==> src/rtl/fmul_seq_pkg.sv <==
// Shared types and mode helpers for the sequential fractional multiplier.
package fmul_seq_pkg;

  typedef enum logic [1:0] {
    MODE_MUL    = 2'b00,
    MODE_FMUL   = 2'b01,
    MODE_FMULS  = 2'b10,
    MODE_FMULSU = 2'b11
  } mode_t;

  typedef enum logic [1:0] {
    ST_IDLE,
    ST_CALC,
    ST_SIGN,
    ST_DONE
  } state_t;

  function automatic logic is_signed_rd(mode_t mode);
    return (mode == MODE_FMULS) || (mode == MODE_FMULSU);
  endfunction

  function automatic logic is_signed_rr(mode_t mode);
    return (mode == MODE_FMULS);
  endfunction

endpackage

==> src/rtl/fmul_sign_cond.sv <==
// Operand conditioning: splits a possibly-signed operand into sign and magnitude.
module fmul_sign_cond #(
  parameter int unsigned WIDTH = 8
) (
  input  logic [WIDTH-1:0] i_op,
  input  logic             i_signed,
  output logic [WIDTH-1:0] o_mag,
  output logic             o_sign
);

  // The most negative value maps to itself, which reads correctly as an unsigned magnitude.
  assign o_sign = i_signed & i_op[WIDTH-1];
  assign o_mag  = o_sign ? (~i_op + 1'b1) : i_op;

endmodule

==> src/rtl/fmul_seq.sv <==
// Radix-2 shift-add multiplier with MUL/FMUL/FMULS/FMULSU modes and valid/ready handshakes.
// Optional macro FMUL_SEQ_EARLY_TERM_EN: leave CALC once the remaining multiplier bits are zero.
module fmul_seq
  import fmul_seq_pkg::*;
#(
  parameter int unsigned WIDTH = 8,
  parameter int unsigned CNT_W = $clog2(WIDTH + 1)
) (
  input  logic             i_clk,
  input  logic             i_rst,
  input  logic             i_valid,
  output logic             o_ready,
  input  logic [1:0]       i_mode,
  input  logic [WIDTH-1:0] i_rd,
  input  logic [WIDTH-1:0] i_rr,
  output logic             o_valid,
  input  logic             i_ready,
  output logic [WIDTH-1:0] o_r1,
  output logic [WIDTH-1:0] o_r0,
  output logic             o_c,
  output logic             o_z
);

  state_t               r_state, w_state_d;
  mode_t                r_mode;
  logic [WIDTH-1:0]     r_mcand, r_mplier;
  logic [2*WIDTH-1:0]   r_acc;
  logic [CNT_W-1:0]     r_cnt;
  logic                 r_neg;
  logic [WIDTH-1:0]     r_r1, r_r0;
  logic                 r_c, r_z;

  logic [WIDTH-1:0]     w_rd_mag, w_rr_mag;
  logic                 w_rd_sign, w_rr_sign;
  logic                 w_accept, w_calc_last;
  logic [WIDTH:0]       w_sum;
  logic [2*WIDTH-1:0]   w_acc_fin, w_p, w_res;

  fmul_sign_cond #(.WIDTH(WIDTH)) u_cond_rd (
    .i_op     (i_rd),
    .i_signed (is_signed_rd(mode_t'(i_mode))),
    .o_mag    (w_rd_mag),
    .o_sign   (w_rd_sign)
  );

  fmul_sign_cond #(.WIDTH(WIDTH)) u_cond_rr (
    .i_op     (i_rr),
    .i_signed (is_signed_rr(mode_t'(i_mode))),
    .o_mag    (w_rr_mag),
    .o_sign   (w_rr_sign)
  );

  assign w_accept = i_valid & o_ready;
  assign w_sum    = {1'b0, r_acc[2*WIDTH-1:WIDTH]} + {1'b0, (r_mplier[0] ? r_mcand : '0)};

`ifdef FMUL_SEQ_EARLY_TERM_EN
  assign w_calc_last = (r_cnt == CNT_W'(WIDTH - 1)) || (r_mplier[WIDTH-1:1] == '0);
  // Skipped iterations would only shift zeros in, so apply the missing shifts at once.
  assign w_acc_fin   = r_acc >> (CNT_W'(WIDTH) - r_cnt);
`else
  assign w_calc_last = (r_cnt == CNT_W'(WIDTH - 1));
  assign w_acc_fin   = r_acc;
`endif

  assign w_p   = r_neg ? (~w_acc_fin + 1'b1) : w_acc_fin;
  assign w_res = (r_mode == MODE_MUL) ? w_p : {w_p[2*WIDTH-2:0], 1'b0};

  always_ff @(posedge i_clk or posedge i_rst) begin
    if (i_rst) r_state <= ST_IDLE;
    else       r_state <= w_state_d;
  end

  always_comb begin
    w_state_d = r_state;
    o_ready   = 1'b0;
    o_valid   = 1'b0;
    unique case (r_state)
      ST_IDLE: begin
        o_ready = 1'b1;
        if (i_valid) w_state_d = ST_CALC;
      end
      ST_CALC: if (w_calc_last) w_state_d = ST_SIGN;
      ST_SIGN: w_state_d = ST_DONE;
      ST_DONE: begin
        o_valid = 1'b1;
        if (i_ready) w_state_d = ST_IDLE;
      end
      default: w_state_d = ST_IDLE;
    endcase
  end

  always_ff @(posedge i_clk or posedge i_rst) begin
    if (i_rst) begin
      r_mode   <= MODE_MUL;
      r_mcand  <= '0;
      r_mplier <= '0;
      r_acc    <= '0;
      r_cnt    <= '0;
      r_neg    <= 1'b0;
      r_r1     <= '0;
      r_r0     <= '0;
      r_c      <= 1'b0;
      r_z      <= 1'b0;
    end else begin
      if (w_accept) begin
        r_mode   <= mode_t'(i_mode);
        r_mcand  <= w_rd_mag;
        r_mplier <= w_rr_mag;
        r_neg    <= w_rd_sign ^ w_rr_sign;
        r_acc    <= '0;
        r_cnt    <= '0;
      end else if (r_state == ST_CALC) begin
        r_acc    <= {w_sum, r_acc[WIDTH-1:1]};
        r_mplier <= r_mplier >> 1;
        r_cnt    <= r_cnt + 1'b1;
      end else if (r_state == ST_SIGN) begin
        r_c  <= w_p[2*WIDTH-1];
        r_r1 <= w_res[2*WIDTH-1:WIDTH];
        r_r0 <= w_res[WIDTH-1:0];
        r_z  <= (w_res == '0);
      end
    end
  end

  assign o_r1 = r_r1;
  assign o_r0 = r_r0;
  assign o_c  = r_c;
  assign o_z  = r_z;

endmodule

==> config.mk <==
export PLATFORM = sky130hd
export DESIGN_NAME = fmul_seq
export DESIGN_NICKNAME = d
export VERILOG_FILES = /design/src/rtl/fmul_seq_pkg.sv /design/src/rtl/fmul_sign_cond.sv /design/src/rtl/fmul_seq.sv
export SDC_FILE = /design/constraint.sdc
export NUM_CORES = 1
export LEC_CHECK = 0
export CAP_MARGIN = 20
export CORE_MARGIN = 1
export CORE_UTILIZATION = 45
export DETAILED_ROUTE_END_ITERATION = 6
export PLACE_DENSITY_LB_ADDON = 0.1
export SLEW_MARGIN = 20
export SYNTH_ARGS = -nofsm -noshare
export SYNTH_HDL_FRONTEND = slang
export SYNTH_HIERARCHICAL = 1
export SYNTH_SLANG_ARGS = --single-unit
==> constraint.sdc <==
create_clock -name i_clk -period 5.1 [get_ports i_clk]
set_clock_uncertainty 0.05 [all_clocks]
set_input_delay 1.02 -clock i_clk [delete_from_list [all_inputs] [get_ports i_clk]]
set_output_delay 1.02 -clock i_clk [all_outputs]
set_load 0.05 [all_outputs]
==> summary.md <==
| Metric | Value |
|---|---|
| Final WS setup | 2120 ps |
| Grt ovf | 0 |
| Worst-path cell chain | inv_1, ha_1, clkdlybuf4s50_1 |
| Critical path required time | 4030 ps |
| Arr. time, crit path | 1910 ps |
| Maxcap violations | 0 |
| Synth Warn # | 6 |
| Post-Synthesis Net Count | 452 |
| CTS H-tree lvls | 3 |
| Post-place setup slack | 2480 ps |
| Fin nets | 484 |
| Fmax | 335 MHz |
| Row count | 33 |
| Yosys top cell area share | 39.0% |
| Period utilization | 58.5% |
| Total CTS buffers | 9 |
| Mapped Cells | 413 |
| CTS max path bufs | 2 |
| Total core area | 8180 um^2 |
| Power Total | 2.85 mW |
| Filler Cell Count | 768 |
| First DRT Iteration DRCs | 124 |
| Num Clock Sinks | 59 |
| Hold WS | 417 ps |
| Final Core Density | 54.7% |
| Hold crit path type | flop to flop |
| Num ports | 42 |
| Antenna diodes | 0 |
| Failing checks | DRC |
| Vias | 2,881 |
| Startpoint types | flop |
| Syn Area/Cell | 9.16 um^2 |
| Top FF cell, synth | dfrtp_1 |
| Worst Max-Slew Pin Slew | 666 ps |
| Final Hold Violating Endpoints | 0 |
| Layout area overhead | 18.3% |
| Via/cell ratio | 5.19 |
| Class of the most critical setup path | flop to output port |
| Drc violations | 1 |
| Largest net degree at the start of global routing | 44 |
| Chip Width | 93.7 um |
| Sequential share of the synthesized area | 39.0% |
| Crit path time final | 2980 ps |
| Number of synthesized register bits | 59 |
| Worst path bufs/invs | 2 |
| CTS clk-pin slew, worst paths | 70 ps |
| Critical-path maximum fanout | 5 |
| Crit-path max cell delay | 830 ps |
| Post-CTS Resized | 0 |
| Effective utilization at floorplan | 46.3% |
| Top-count cell post-synth | nand2_1 |
| Global-route wire length before repair | 12,700 um |
| Peak supply drop | 0.000219 V |
| CP max stage cell | clkdlybuf4s50_1 |
| Slew margin rel. | 55.6% |
| Yosys cell types | 55 |
| WL per Instance | 13.4 um |
| Final ANT Viol Nets | 0 |
| Die Area | 8770 um^2 |
| IO buf count | 41 |
| FFs w/ async S/R, synth | 100% |
| Top cells by count, synth | 63 x nand2_1, 59 x dfrtp_1, 35 x nor2_1, 30 x o21ai_0, 28 x mux2i_1 |
| Pre-antenna DRT Iters | 6 |
| All-Layer GR Usage | 18.6% |
| CTS tree | done |
| Setup violators final | 0 |
| Vias in the first global route | 2,735 |
| RSZ-0062 raised after global routing | false |
| Die Ht | 93.7 um |
| Count of pins over their slew limit | 0 |
| Share of cells above drive strength 1 | 10.9% |
| Synth area leader | dfrtp_1 |
| Final WL | 7420 um |
| Status | finished, violations left |
| Post-DP HPWL | 5390 um |
| Post-CTS Setup Bufs | 0 |
| Global placer's final weighted congestion | 0.812 |
| CTS root buf | clkbuf_8 |
| Cts hold-fix bufs | 0 |
| Initial antenna violation count | 0 |
| Number of synthesized flops with an enable pin | 0 |
| Top cells by area, synth | dfrtp_1 39%, mux2i_1 7.4%, nand2_1 6.3% |
| Pwr Density | 638 nW/um^2 |
| Worst setup EP type | output port |
| Post-route setup TNS | 0 ps |
| CP delay by family, top | buffers and inverters |
| Clk_lat worst skew | 330 ps |
| Mapped cell area | 3780 um^2 |
| P_leak | 2.06 nW |
## layout by cell type, fill, tap and decap left out, types with 3 or more instances in the layout
cell,instances
dfrtp_1,59
a21oi_1,12
o21ai_0,30
o31ai_1,5
inv_1,23
ha_1,16
xnor2_1,10
nand2_1,63
or2_2,3
buf_4,5
clkdlybuf4s50_1,41
nor3_1,6
clkbuf_8,11
mux2i_1,28
o211ai_1,3
nor2b_1,3
clkinv_2,3
mux2_2,11
nand3b_1,5
and2_1,9
nor2_1,35
o41ai_1,4
nand3_1,4
nand2b_1,3
xor2_1,20
## flip-flops by register name, indices dropped and copies added, names as in the netlist
register and cells:
o_z 1, r_mcand 8, r_state 2, o_c 1, r_mode 2, o_r1 8, r_acc 16, r_cnt 4
r_neg 1, o_r0 8, r_mplier 8
## routing by layer
metal | up-vias | GRT usage [%] | share of wire [%]
met4 | 0 | 7.69 | 0.74
met1 | 1350 | 23.4 | 48
met3 | 6 | 3.24 | 3.0
li1 | 1467 | - | -
met5 | - | 0 | 0
met2 | 58 | 31.6 | 48
## cell type report
cell class              instances  area (um^2)  area share [%]
well taps                     105          131            2.94
inverters                      24         90.1            2.01
flip-flops and latches         59         1480            33.0
repair buffers                 46          448            10.0
clock inverters                 5         75.1            1.68
multi-input cells             305         2100            47.0
clock buffers                  11          151            3.39
## power by group
group          leakage [nW]  switching (mW)  internal, mW
combinational          1.17           0.889         0.646
sequential            0.764           0.177         0.656
clock                 0.119           0.185         0.299
## stage by stage
stage | cell area [um^2] | std cells
floorplan | 3780 | 413
global placement | 4250 | 539
detailed placement | 4250 | 539
CTS | 4470 | 555
global route | 4470 | 555
finish | 4470 | 555
## logic make-up after synthesis
| logic type | Yosys count | synth area share [%] |
|---|---|---|
| XOR/XNOR | 31 | 7.38 |
| adder cells (fa/ha/maj) | 18 | 6.09 |
| buffers and inverters | 49 | 5.43 |
| multiplexers | 40 | 11.1 |
| AO/OA/AOI/OAI | 68 | 12.0 |
| AND/OR/NAND/NOR | 148 | 19.0 |
| flip-flops | 59 | 39.0 |
## worst reg2reg max path: stages (launching register included)
cell     delay [ps]
dfrtp_1         520
or4_4           600
or3_4           410
o31ai_2         210
xor2_1          300
mux2i_1         130
mux2_4          270
## final timing paths
path | startpoint | to | slack, ps | depth (start not counted)
min | r_mcand[2] | r_mcand[2] | 420 | 2
max reg2reg | r_acc[8] | o_r1[7] | 2520 | 6
min reg2reg | r_mcand[2] | r_mcand[2] | 420 | 2
min in group asynchronous | i_rst | o_r1[7] | 930 | 2
max in group asynchronous | i_rst | r_acc[6] | 3210 | 3
max | r_state[0] | o_ready | 2120 | 3
No activity file was read; power rests on OpenSTA's default activity.
